===== src/rtl/minmax_pkg.sv =====
// Shared types and constants for the min/max tracker stream source.
// State encoding and query-select levels used by the source and its users.
package minmax_pkg;

   localparam int DW_DEF = 4;

   localparam logic SEL_MAX = 1'b1;
   localparam logic SEL_MIN = 1'b0;

   typedef enum logic [2:0] {
      IDLE,
      CLEAR,
      STREAM,
      QMAX,
      QMIN,
      DONE
   } state_t;

endpackage


===== src/rtl/minmax_src_fifo.sv =====
// Small synchronous FIFO with first-word fall-through read data and full/empty flags.
// Writes are refused when full and reads are ignored when empty.
module minmax_src_fifo #(
   parameter int W     = 5,
   parameter int DEPTH = 4
) (
   input  logic         clock,
   input  logic         reset,
   input  logic         push,
   input  logic [W-1:0] push_data,
   input  logic         pop,
   output logic [W-1:0] pop_data,
   output logic         full,
   output logic         empty
);

   localparam int AW = (DEPTH > 1) ? $clog2(DEPTH) : 1;
   localparam logic [AW:0] FULL_CNT = (AW+1)'(DEPTH);
   localparam logic [AW:0] CNT_ONE  = (AW+1)'(1);

   logic [W-1:0]  mem [DEPTH];
   logic [AW-1:0] wr_ptr;
   logic [AW-1:0] rd_ptr;
   logic [AW:0]   count;
   logic          wr_en;
   logic          rd_en;

   assign full     = (count == FULL_CNT);
   assign empty    = (count == '0);
   assign wr_en    = push & ~full;
   assign rd_en    = pop & ~empty;
   assign pop_data = mem[rd_ptr];

   // Pointers wrap naturally because DEPTH is a power of two.
   always_ff @(posedge clock or posedge reset) begin
      if (reset) begin
         wr_ptr <= '0;
         rd_ptr <= '0;
         count  <= '0;
         for (int i = 0; i < DEPTH; i++) begin
            mem[i] <= '0;
         end
      end else begin
         if (wr_en) begin
            mem[wr_ptr] <= push_data;
            wr_ptr      <= wr_ptr + AW'(1);
         end
         if (rd_en) begin
            rd_ptr <= rd_ptr + AW'(1);
         end
         case ({wr_en, rd_en})
            2'b10:   count <= count + CNT_ONE;
            2'b01:   count <= count - CNT_ONE;
            default: count <= count;
         endcase
      end
   end

endmodule


===== src/rtl/minmax_stream_source.sv =====
// Transmit side of the min/max tracker link: buffers framed samples and drives clear/load/query strobes.
// Optional expected max/min shadow outputs are enabled by defining MINMAX_SHADOW_EN.
module minmax_stream_source
   import minmax_pkg::*;
#(
   parameter int DW         = DW_DEF,
   parameter int FIFO_DEPTH = 4,
   parameter int CLR_CYCLES = 1
) (
   input  logic          clock,
   input  logic          reset,
   input  logic          in_valid,
   output logic          in_ready,
   input  logic [DW-1:0] in_data,
   input  logic          in_last,
   output logic          trk_clr,
   output logic          trk_load,
   output logic          trk_sel,
   output logic [DW-1:0] trk_d,
   output logic          busy,
   output logic          frame_done
`ifdef MINMAX_SHADOW_EN
   ,
   output logic [DW-1:0] exp_max,
   output logic [DW-1:0] exp_min,
   output logic          exp_valid
`endif
);

   localparam logic [3:0] CLR_N = 4'(CLR_CYCLES);

   state_t        state;
   state_t        state_n;
   logic [3:0]    clr_cnt;
   logic [3:0]    clr_cnt_n;
   logic          last_seen;
   logic          last_seen_n;
   logic          clr_n;
   logic          load_n;
   logic          sel_n;
   logic          done_n;
   logic [DW-1:0] d_n;
   logic          take;
   logic          pop;
   logic          push;
   logic          fifo_full;
   logic          fifo_empty;
   logic [DW:0]   fifo_rd;

   assign in_ready = ~fifo_full;
   assign push     = in_valid & in_ready;
   assign busy     = (state != IDLE);

   minmax_src_fifo #(
      .W     (DW + 1),
      .DEPTH (FIFO_DEPTH)
   ) u_fifo (
      .clock     (clock),
      .reset     (reset),
      .push      (push),
      .push_data ({in_last, in_data}),
      .pop       (pop),
      .pop_data  (fifo_rd),
      .full      (fifo_full),
      .empty     (fifo_empty)
   );

   // The state register names the phase whose strobes are on the pins this cycle,
   // so each transition also loads the strobe registers for the phase being entered.
   always_comb begin
      state_n     = state;
      clr_cnt_n   = clr_cnt;
      last_seen_n = last_seen;
      clr_n       = 1'b0;
      load_n      = 1'b0;
      sel_n       = SEL_MIN;
      done_n      = 1'b0;
      d_n         = '0;
      take        = 1'b0;
      pop         = 1'b0;
      case (state)
         IDLE: begin
            if (!fifo_empty) begin
               state_n     = CLEAR;
               clr_n       = 1'b1;
               clr_cnt_n   = 4'd1;
               last_seen_n = 1'b0;
            end
         end
         CLEAR: begin
            if (clr_cnt >= CLR_N) begin
               state_n = STREAM;
               take    = 1'b1;
            end else begin
               clr_n     = 1'b1;
               clr_cnt_n = clr_cnt + 4'd1;
            end
         end
         STREAM: begin
            if (last_seen) begin
               state_n = QMAX;
               sel_n   = SEL_MAX;
            end else begin
               take = 1'b1;
            end
         end
         QMAX: begin
            state_n = QMIN;
            sel_n   = SEL_MIN;
         end
         QMIN: begin
            state_n = DONE;
            done_n  = 1'b1;
         end
         DONE:    state_n = IDLE;
         default: state_n = IDLE;
      endcase
      // An empty FIFO during streaming leaves a bubble with every strobe low.
      if (take && !fifo_empty) begin
         pop         = 1'b1;
         load_n      = 1'b1;
         d_n         = fifo_rd[DW-1:0];
         last_seen_n = fifo_rd[DW];
      end
   end

   always_ff @(posedge clock or posedge reset) begin
      if (reset) begin
         state      <= IDLE;
         clr_cnt    <= '0;
         last_seen  <= 1'b0;
         trk_clr    <= 1'b0;
         trk_load   <= 1'b0;
         trk_sel    <= 1'b0;
         trk_d      <= '0;
         frame_done <= 1'b0;
      end else begin
         state      <= state_n;
         clr_cnt    <= clr_cnt_n;
         last_seen  <= last_seen_n;
         trk_clr    <= clr_n;
         trk_load   <= load_n;
         trk_sel    <= sel_n;
         trk_d      <= d_n;
         frame_done <= done_n;
      end
   end

`ifdef MINMAX_SHADOW_EN
   logic shadow_clr;
   assign shadow_clr = (state == IDLE) && !fifo_empty;

   // Unsigned running max/min of the frame, restarted as the frame's clear begins.
   always_ff @(posedge clock or posedge reset) begin
      if (reset) begin
         exp_max   <= '0;
         exp_min   <= '1;
         exp_valid <= 1'b0;
      end else begin
         exp_valid <= done_n;
         if (shadow_clr) begin
            exp_max <= '0;
            exp_min <= '1;
         end else if (pop) begin
            if (fifo_rd[DW-1:0] > exp_max) begin
               exp_max <= fifo_rd[DW-1:0];
            end
            if (fifo_rd[DW-1:0] < exp_min) begin
               exp_min <= fifo_rd[DW-1:0];
            end
         end
      end
   end
`endif

endmodule

===== config.mk =====
export PLATFORM = sky130hd
export DESIGN_NAME = minmax_stream_source
export DESIGN_NICKNAME = d
export VERILOG_FILES = /design/src/rtl/minmax_pkg.sv /design/src/rtl/minmax_src_fifo.sv /design/src/rtl/minmax_stream_source.sv
export SDC_FILE = /design/constraint.sdc
export NUM_CORES = 1
export LEC_CHECK = 0
export BUFFER_PORTS_ARGS = -buffer_cell sky130_fd_sc_hd__buf_2
export CORE_MARGIN = 1
export CORE_UTILIZATION = 50
export CTS_BUF_LIST = sky130_fd_sc_hd__clkbuf_4 sky130_fd_sc_hd__clkbuf_8
export CTS_CLUSTER_SIZE = 40
export DETAILED_ROUTE_END_ITERATION = 8
export MAX_ROUTING_LAYER = met4
export PLACE_DENSITY = 0.77
export SYNTH_ARGS = -nofsm -noshare
export SYNTH_HDL_FRONTEND = slang
export SYNTH_SLANG_ARGS = --single-unit

===== constraint.sdc =====
create_clock -name clock -period 2.9 [get_ports clock]
set_clock_uncertainty 0.15 [all_clocks]
set_input_delay 0.29 -clock clock [delete_from_list [all_inputs] [get_ports clock]]
set_output_delay 0.29 -clock clock [all_outputs]
set_load 0.01 [all_outputs]

==> results.yml <==
status:
  outcome: "completed"
timing:
  min_period_ps: 2640
  fin_ws_ps: 258
  rsz0062_at_grt: "no"
  fmax_mhz: 379
  drv_slew: 0
  hold_viol: 0
  fin_crit_sh_pct: 91.1
  slew_headroom_pct: 64.9
  tns_ps: 0
  tightestPinTransition_ps: 527
  final-setup-viol-count: 0
  holdWs_ps: 120
synth:
  synthFlopType: "dfrtp_1"
  async_flop_share_pct: 100
  syn_inst: 154
  synth_edf_count: 0
  synth_fp_nets: 171
  syn_area_per_cell_sq_um: 14.0
  synth-seq-area-share_pct: 49.9
  synth.largest_area_cell: "dfrtp_1"
  syn_area_sq_um: 2160
  yosysUniqueCellTypes: 45
  ys_ff_latch: 43
  yosys-top-cells-area: "dfrtp_1 (50%), mux2_4 (14%), mux4_2 (5.2%)"
  ys_warn_count: 0
  synth_top_area_share_pct: 49.9
critical_path:
  criticalPathCategory: "reg -> reg"
  crit_arrival_ps: 2720
  setup.worst_path.end_class: "register"
  crit_required_ps: 2980
  critPathMaxFanout: 6
  startpoint_type: "register"
floorplanning:
  row_count: 23
  start_util_pct: 53.2
  fp.dieH_um: 67.7
  core_sq_um: 4060
  io_pins: 18
  dieArea_sq_um: 4580
  die_w_um: 67.7
route:
  wl_per_cell_um: 16.7
  drt-initial-drc-count: 104
  routed_via_density: 5.47
  firstDrtPassIters: 4
  num_vias: 1231
  remaining_drc_errors: 0
  ant_nets: 0
  routed_wl_um: 3750
placement:
  dp.cells: 216
  placed_cell_area_sq_um: 2260
  portBuffers: 17
  place_ws_ps: 123
  dp_hpwl_um: 2650
  globalplace.congestion: 0.907
grt:
  grt_use_total_pct: 20.4
  grt_max_degree: 44
  grt_antenna_before_repair: 0
  grt_pass1_vias: 1308
  grt_pass1_wl_um: 6380
  gr-total-overflow: 0
clocking:
  clock_path_buffers: 2
  cts_tree: "built"
  cts_made_buffers: 5
  cts_sinks: 43
  root_buffer: "clkbuf_8"
  insertion_delay_ps: 300
  path_clk_slew_ps: 80
  cts_max_level: 2
  post-cts-setup-buffers: 0
pwr:
  p_leak_nw: 1.15
  power.total_mw: 2.73
  p_per_area_nw_per_um2: 1150
  irDropWorstVdd_mv: 0.496
cells_and_area:
  antenna_cells: 0
  stdcell_count: 225
  syn_to_final_growth_pct: 9.69
  drive_gt1_share_pct: 35.4
  fin_area_sq_um: 2370
  fin_util_pct: 58.3
  final_nets: 191
run:
  drv_cap: 0
min_path:
  hold_class: "in -> reg"
==> worst max-delay path: stages, from the launching register on <==
cell and delay [ps]:
dfrtp_1 440, inv_1 70, ha_1 220, nor4b_4 160
o22ai_2 260, nand2_1 130, inv_1 100, ha_1 180
inv_1 60, fa_1 370, xor2_1 150, nor2_1 130
xor2_1 150
==> synth_stat cells (all sizes together) (2+ instances only) <==
library cell	count
and2	2
and3	5
a21boi	2
dfrtp	43
nand2b	2
nand2	10
buf	5
inv	11
o21ai	5
mux2	20
or3	2
nand3	3
ha	8
mux4	5
a21oi	2
xor2	2
xnor2	4
nor2	5
==> layer usage <==
layer	track usage (%)	wire length, um
met4	6.91	65
met1	25.1	1620
met5	-	0
met2	31.9	1880
met3	6.08	189
==> kinds of logic after synthesis <==
group           share of synthesized area [%]
xor+xnor                                 2.44
mux                                      19.6
buf+inv                                  4.29
simple gates                             12.6
fa+ha+maj                                5.57
flops                                    49.9
compound gates                           5.63
==> cell usage in the layout, fill, tap and decap left out, types with 2 or more instances in the layout <==
cell / count
clkbuf_8: 5
o21ai_0: 5
buf_2: 17
clkbuf_4: 2
inv_1: 11
xor2_1: 2
a21oi_1: 2
and3_1: 4
nor2_1: 5
nand2_8: 3
xnor2_1: 4
ha_1: 8
mux2_4: 20
dfrtp_1: 43
mux4_2: 5
nand2_1: 7
nand3_1: 3
nand2b_1: 2
==> layout make-up <==
type,instances,area (sq um)
Timing Repair Buffer,19,103
Clock buffer,7,83.8
Sequential cell,43,1080
Fill cell,324,1690
Tap cell,50,62.6
Multi-Input combinational cell,94,995
Inverter,11,41.3
Clock inverter,1,5.00
==> where the power goes <==
group / internal [mW] / total, mW / switching (mW)
sequential: 0.871 / 1.12 / 0.245
combinational: 0.694 / 1.22 / 0.530
clock: 0.188 / 0.386 / 0.198
==> sequential cells by signal (all words and copies together), names as in the netlist <==
signal and cells:
u_fifo.mem 20, clr_cnt 4, trk_d 4, state 3, u_fifo.count 3, u_fifo.rd_ptr 2, u_fifo.wr_ptr 2, frame_done 1
last_seen 1, trk_clr 1, trk_load 1, trk_sel 1
==> path summary, 6_finish.rpt <==
check	start	endpoint	slack (ps)	depth (start not counted)
min in group asynchronous	reset	u_fifo.mem[4]	510	4
worst max-delay path	clr_cnt[0]	u_fifo.count[2]	260	12
max in group asynchronous	reset	u_fifo.mem[10]	1730	4
worst min-delay path	in_data[3]	u_fifo.mem[13]	120	2
worst min register to register	u_fifo.mem[3]	u_fifo.mem[3]	360	1
worst max register to register	clr_cnt[0]	u_fifo.count[2]	260	12
==> what timing repair did <==
item / CTS / global route
endpoints found under the setup margin: 0 / 2
resized for setup: 0 / 1
hold buffers: 1 / 0
endpoints found under the hold margin: 43 / 0
Note: power is estimated with default switching activity, not from simulation.
